File: config.mk
export PLATFORM = sky130hd
export DESIGN_NAME = oa21_sweep_ctrl
export DESIGN_NICKNAME = d
export VERILOG_FILES = /design/src/rtl/oa21_sweep_ctrl.sv
export SDC_FILE = /design/constraint.sdc
export NUM_CORES = 1
export LEC_CHECK = 0
export ABC_AREA = 0
export BUFFER_PORTS_ARGS = -buffer_cell sky130_fd_sc_hd__buf_2
export CAP_MARGIN = 10
export CORE_MARGIN = 2
export CORE_UTILIZATION = 45
export DETAILED_ROUTE_END_ITERATION = 16
export PLACE_DENSITY = 0.72
export REMOVE_ABC_BUFFERS = 1
export SLEW_MARGIN = 20
export SYNTH_ARGS = -nofsm -noshare
export SYNTH_HDL_FRONTEND = slang
export SYNTH_SLANG_ARGS = --single-unit
File: constraint.sdc
create_clock -name clk -period 4.3 [get_ports clk]
set_input_delay 0.43 -clock clk [delete_from_list [all_inputs] [get_ports clk]]
set_output_delay 0.43 -clock clk [all_outputs]
set_load 0.02 [all_outputs]
File: src/rtl/oa21_sweep_ctrl.sv
// oa21_sweep_ctrl: sequencer and self-checker for a single oa21 cell (Y = ~((A|B)&C)).
// A start pulse drives all eight {a,b,c} vectors in order. Each vector is held for
// SETTLE_CYCLES cycles plus one check cycle. The cell output y is compared against
// the golden function, and the mismatch count and first failing vector are reported.
//
// Ports:
//   clk, rst   rising-edge clock, asynchronous active-high reset
//   start      begin a sweep (accepted in IDLE or DONE)
//   abort      cancel a sweep in progress
//   y          output of the oa21 cell under control
//   a, b, c    registered drives to the cell inputs
//   busy       sweep in progress
//   done       sweep complete; held until the next start or reset
//   pass       done with no mismatches
//   err_count  number of mismatching vectors, 0..8
//   fail_vec   {a,b,c} of the first mismatch, 0 if none
module oa21_sweep_ctrl #(
  parameter int unsigned SETTLE_CYCLES = 2,
  parameter int unsigned CNT_W         = 4
) (
  input  logic       clk,
  input  logic       rst,
  input  logic       start,
  input  logic       abort,
  input  logic       y,
  output logic       a,
  output logic       b,
  output logic       c,
  output logic       busy,
  output logic       done,
  output logic       pass,
  output logic [3:0] err_count,
  output logic [2:0] fail_vec
);

  localparam logic [CNT_W-1:0] SETTLE_LD = CNT_W'(SETTLE_CYCLES);
  localparam logic [CNT_W-1:0] CNT_ONE   = CNT_W'(1);

  typedef enum logic [1:0] {IDLE, SETTLE, CHECK, DONE} state_t;

  state_t           state, state_n;
  logic [2:0]       idx, idx_n;
  logic [CNT_W-1:0] cnt, cnt_n;
  logic             busy_n, done_n;
  logic [3:0]       err_n;
  logic [2:0]       fail_n;
  logic             exp_y;
  logic             mismatch;

  // The vector index is the cell drive, so a/b/c come straight from a register.
  assign a = idx[2];
  assign b = idx[1];
  assign c = idx[0];

  assign pass = done && (err_count == 4'd0);

  // Golden oa21 value. The 4-state compare treats x or z on y as a failure.
  always_comb begin
    exp_y    = ~((idx[2] | idx[1]) & idx[0]);
    mismatch = (y !== exp_y);
  end

  // State register and datapath registers.
  always_ff @(posedge clk or posedge rst) begin
    if (rst) begin
      state     <= IDLE;
      idx       <= 3'd0;
      cnt       <= '0;
      busy      <= 1'b0;
      done      <= 1'b0;
      err_count <= 4'd0;
      fail_vec  <= 3'd0;
    end else begin
      state     <= state_n;
      idx       <= idx_n;
      cnt       <= cnt_n;
      busy      <= busy_n;
      done      <= done_n;
      err_count <= err_n;
      fail_vec  <= fail_n;
    end
  end

  // Next-state and next-value logic.
  always_comb begin
    state_n = state;
    idx_n   = idx;
    cnt_n   = cnt;
    busy_n  = busy;
    done_n  = done;
    err_n   = err_count;
    fail_n  = fail_vec;

    case (state)
      IDLE, DONE: begin
        // Start also takes priority over abort here.
        if (start) begin
          state_n = SETTLE;
          idx_n   = 3'd0;
          cnt_n   = SETTLE_LD;
          err_n   = 4'd0;
          fail_n  = 3'd0;
          done_n  = 1'b0;
          busy_n  = 1'b1;
        end
      end

      SETTLE: begin
        if (abort) begin
          state_n = IDLE;
          idx_n   = 3'd0;
          cnt_n   = '0;
          busy_n  = 1'b0;
          done_n  = 1'b0;
        end else begin
          cnt_n = cnt - CNT_ONE;
          if (cnt == CNT_ONE) state_n = CHECK;
        end
      end

      CHECK: begin
        // An abort here discards this vector's result.
        if (abort) begin
          state_n = IDLE;
          idx_n   = 3'd0;
          cnt_n   = '0;
          busy_n  = 1'b0;
          done_n  = 1'b0;
        end else begin
          if (mismatch) begin
            err_n = err_count + 4'd1;
            if (err_count == 4'd0) fail_n = idx;
          end
          if (idx != 3'd7) begin
            idx_n   = idx + 3'd1;
            cnt_n   = SETTLE_LD;
            state_n = SETTLE;
          end else begin
            state_n = DONE;
            busy_n  = 1'b0;
            done_n  = 1'b1;
          end
        end
      end

      default: state_n = IDLE;
    endcase
  end

endmodule

-- Yosys cells after proc, flatten, opt, wreduce, memory -nomap -nowiden
Cells that the tools add are included.
- multiplexer cells: 33
- shift operators: 0
- multipliers: 0
- add/sub/neg operators: 3
- reductions and logical operators: 11
- bitwise operators: 3
- div/mod/pow operators: 0
- $lt $le $gt $ge: 0
- equality and inequality tests: 14
- operators with widths (cell ; number):
    $mux W4 ; 7
    $mux W3 ; 7
    $ne A3 B3 Y1 const B ; 4
    $pmux W4 S3 ; 1
    $mux W2 ; 5
    $ne A2 B2 Y1 const B ; 5
    $pmux W3 S3 ; 1
    $pmux W4 S2 ; 1
    $mux W1 ; 7
    $pmux W1 S3 ; 2
    $pmux W2 S3 ; 1
    $pmux W3 S2 ; 1
    $reduce_and A3 Y1 ; 2
    $reduce_and A5 Y1 ; 1
    $add A4 B1 Y4 const B ; 1
    $eq A2 B2 Y1 const B ; 2
    $eq A4 B1 Y1 const B ; 1
    $logic_not A4 Y1 ; 1
    $reduce_and A2 Y1 ; 2
    $reduce_and A4 Y1 ; 1
    $sub A4 B1 Y4 const B ; 1
    $add A3 B1 Y3 const B ; 1
    $eq A2 B1 Y1 const B ; 1
    $logic_not A2 Y1 ; 1
    other kinds (7) ; 7
- latch bits: 0
- memories: 0
- input port bits: 5
- register bits after elaboration: 18
- output and inout bits: 13
- bits in read-only memories: 0
- memory bits (writable): 0

-- Longest topological paths before layout
- depth in word-level cells: 7
- depth in mapped cells: 7
- mapped depth without buffers: 6

-- Worst setup path after synthesis
No wires, ideal clock.
- kind: register to register
- start: register state[0]
- end: register busy
- cell stages (with the launch flop): 7
- path buffers: 0
- required time: 4.172 ns
- setup time: 0.128 ns
- slack: 2.645 ns
- data arrival time: 1.528 ns
- cell sequence: dfrtp_1 > inv_1 > ha_1 > nor2b_4 > nor2b_2 > o21a_1 > mux2_1
- elaborated cells between the ends (all ways): 10
- RTL lines (element ; line ; source):
    from (decl) ; 41 ; state_t state, state_n;
    from (signal assigned) ; 74 ; state <= state_n;
    $eq A2 B2 Y1 or $logic_not A2 Y1 (tied branches) ; 94 ; case (state)
    $reduce_or A2 Y1 ; 94 ;
    $pmux W1 S3 (*) ; 94 ;
    named net busy_n ; 44 ; logic busy_n, done_n;
    to (signal assigned) ; 77 ; busy <= busy_n;
    to (decl) ; 29 ; output logic busy,
The timed path passes the listed nets; every way through them passes the cells marked *.
A chain may end at the register's enable or synchronous reset.

-- Worst setup path after layout
- start: register err_count[0]
- end: output port pass
- word-level cells in the longest chain between the ends: 2
- RTL lines (element ; line ; source):
    from (decl) ; 32 ; output logic [3:0] err_count,
    from (signal assigned) ; 79 ; err_count <= err_n;
    $logic_not A4 Y1 ; 55 ; assign pass = done && (err_count == 4'd0);
    $logic_and A1 B1 Y1 ; 55 ;
    to (decl) ; 31 ; output logic pass,
Every way passes these cells.

==> key figures <==
Synth
  • Post-Syn Area per Cell: 9.79 µm²
  • Post-synth top area share: 0.407
  • Synth Flop Type: dfrtp_1
  • Yosys top cell by area: dfrtp_1
  • Cells after Synth: 113
  • Post-synthesis register bit count: 18
  • Count leader, synth: dfrtp_1
  • Cell Area, Synth: 0.00111 mm²
  • Top cells by count, synth: dfrtp_1, nand2_1, inv_1
  • Post-synth EDFFs: 0
  • Synth warn: 0
  • Register area share after synthesis: 0.407
  • Post-synth cell types: 41
  • Post-synth ARST share: 1.00
  • Leading post-synthesis cells by cell area: dfrtp_1, ha_1, nand2_1

Clock network
  • Number of buffers added for setup after CTS: 0
  • Cts hold-fix bufs: 0
  • TritonCTS clock tree: built
  • Post_cts resized: 0
  • CTS buffer count: 3
  • Maximum buffer depth of the clock tree: 2
  • Root buf cell: clkbuf_4
  • Clock latency on the worst-skew pair: 0.30 ns
  • Sink Count: 18
  • # H-tree levels: 1
  • Clk slew on worst S/H paths: 0.11 ns

Setup path
  • R2R Setup Slk: 2.50 ns
  • Max incr delay on CP: 0.46 ns
  • Startpoint types: register
  • Req. time, crit path: 3.87 ns
  • Critical Path Sink Type: primary output
  • RR Startpoint: state[0]
  • Slowest CP cell: dfrtp_1
  • Crit path DAT: 1.57 ns
  • CP startpoint: err_count[0]
  • Crit-path leading delay family: flip-flops
  • Crit path buffers/inverters: 2
  • Worst Reg2Reg Path Length in Cells: 6
  • R2r endpoint: busy
  • Crit-path cells: inv_1 -> ha_1 -> nor3b_1 -> and2_1 -> buf_2
  • Crit Path Category: reg -> out
  • Max Fanout on Critical Path: 6

Global routing
  • GRT Total Usage: 0.183
  • Grt ovf: 0
  • First-pass GRT wire length: 3.79 mm
  • Largest net degree at the start of global routing: 19
  • Initial antenna violation count: 0
  • Number of global-route vias before repair: 888

Route
  • Vias: 890
  • Final WL: 2.23 mm
  • Drt wl/cell: 14.0 µm
  • Starting DRT DRC Count: 9
  • Final antenna-violating net count: 0
  • DRT Pass-1 Iters: 4
  • Vias/cell: 5.60
  • DRC Markers: 0

Final layout
  • Register area: 450 µm²
  • Final #Nets: 147
  • Final Cell Area: 0.00123 mm²
  • Share of cells above drive strength 1: 0.198
  • Utilization after layout: 0.542
  • Area grow syn2layout: 11.5%
  • Multi-input gate area: 596 µm²
  • Final std cells w/o fill: 159
  • # diodes: 0
  • Layout fillers: 208

STA
  • Final worst setup slack: 2.30 ns
  • Tcrit/Tclk final: 0.466
  • Max-slew violations: 0
  • Final min period: 2.00 ns
  • Final setup violation count: 0
  • Final Hold Vio Count: 0
  • Worst-Margin Slew: 0.699 ns
  • Relative slew slack: 0.533
  • Clock Skews: 0.00434 ns
  • WHS: 0.214 ns
  • Post-route setup TNS: 0 ns
  • Max Fclk: 499 MHz
  • RSZ-0062 raised after global routing: no

Pwr
  • P per Cell Area: 421 mW/mm²
  • P_leak: 0.642 nW
  • VDD IR max: 0.194 mV
  • Total power draw: 519 µW

Placement
  • Pre-CTS setup slack: 2.50 ns
  • RePlAce Congestion: 0.780
  • Placed Cells: 156
  • Detailed placement HPWL: 1.68 mm
  • Placed cell area: 0.00121 mm²
  • Port buffer count: 17

Min path
  • Hold Path Class: in -> async

Job
  • Max Cap Violations: 0

Floorplanning
  • Die Wd: 53.6 µm
  • Core Area: 0.00228 mm²
  • Initial Util: 0.486
  • I/O pins: 18
  • Die Y: 53.6 µm
  • Rows: 17
  • Die ar.: 0.00287 mm²

Outcome
  • Status: completed
## worst register-to-register path: cells and delay by family, from the launching register on
| kind | cells | cell delay, ns |
|---|---|---|
| muxes | 1 | 0.31 |
| AOI/OAI and AO/OA | 1 | 0.16 |
| buffers and inverters | 1 | 0.06 |
| and+or+nand+nor | 2 | 0.37 |
| DFF | 1 | 0.41 |
| adders and majority gates | 1 | 0.39 |
## layout make-up
| type | count | area share |
|---|---|---|
| multi-input combinational | 81 | 0.483 |
| tap | 28 | 0.0284 |
| inverter | 12 | 0.0365 |
| sequential | 18 | 0.365 |
| timing repair buffer | 17 | 0.0690 |
| clock buffer | 3 | 0.0183 |
## cell usage in the layout, fill, tap and decap left out, types with 2 or more instances in the layout
master,n
nand2b_1,2
dfrtp_1,18
mux2i_1,5
buf_2,17
a21oi_1,5
nor2_1,7
nand2_1,14
inv_1,12
nand4_1,2
nor3b_1,2
a22o_1,3
o221ai_1,2
nor3_1,2
ha_1,9
nand3b_1,2
nand3_1,2
clkbuf_4,3
## metal layers
layer  track usage  wire length [µm]
met3        0.0472               101
met5             0                 0
met2         0.288              1030
met1         0.223              1030
met4         0.111                70
## kinds of logic (layout without fill, tap and decap cells)
family	after synthesis	in the layout	share of synthesized area
buffers and inverters	14	32	0.0543
adders and majority gates	9	9	0.102
muxes	8	8	0.0792
and+or+nand+nor	45	45	0.232
DFF	18	18	0.407
AOI/OAI and AO/OA	19	19	0.126
## registers in the layout, indices dropped and copies added (netlist names)
name and flops:
idx 3, fail_vec 3, cnt 4, done 1, busy 1, state 2, err_count 4
## worst max-delay path by stage
stage / endpoint / slack [ns] / cells after the start
after global placement: busy / 2.57 / 6
after CTS: pass / 2.30 / 5
after detailed placement: busy / 2.50 / 6
after global routing: pass / 2.18 / 5
final: pass / 2.30 / 5
after floorplan: busy / 2.64 / 6
## power by group
| part | internal [mW] | switching (mW) | leakage (nW) | total (mW) |
|---|---|---|---|---|
| Combinational | 0.0911 | 0.121 | 0.385 | 0.212 |
| Clock | 0.0327 | 0.0566 | 0.0138 | 0.0893 |
| Sequential | 0.196 | 0.0223 | 0.243 | 0.218 |
(Power assumes the default switching activity.)
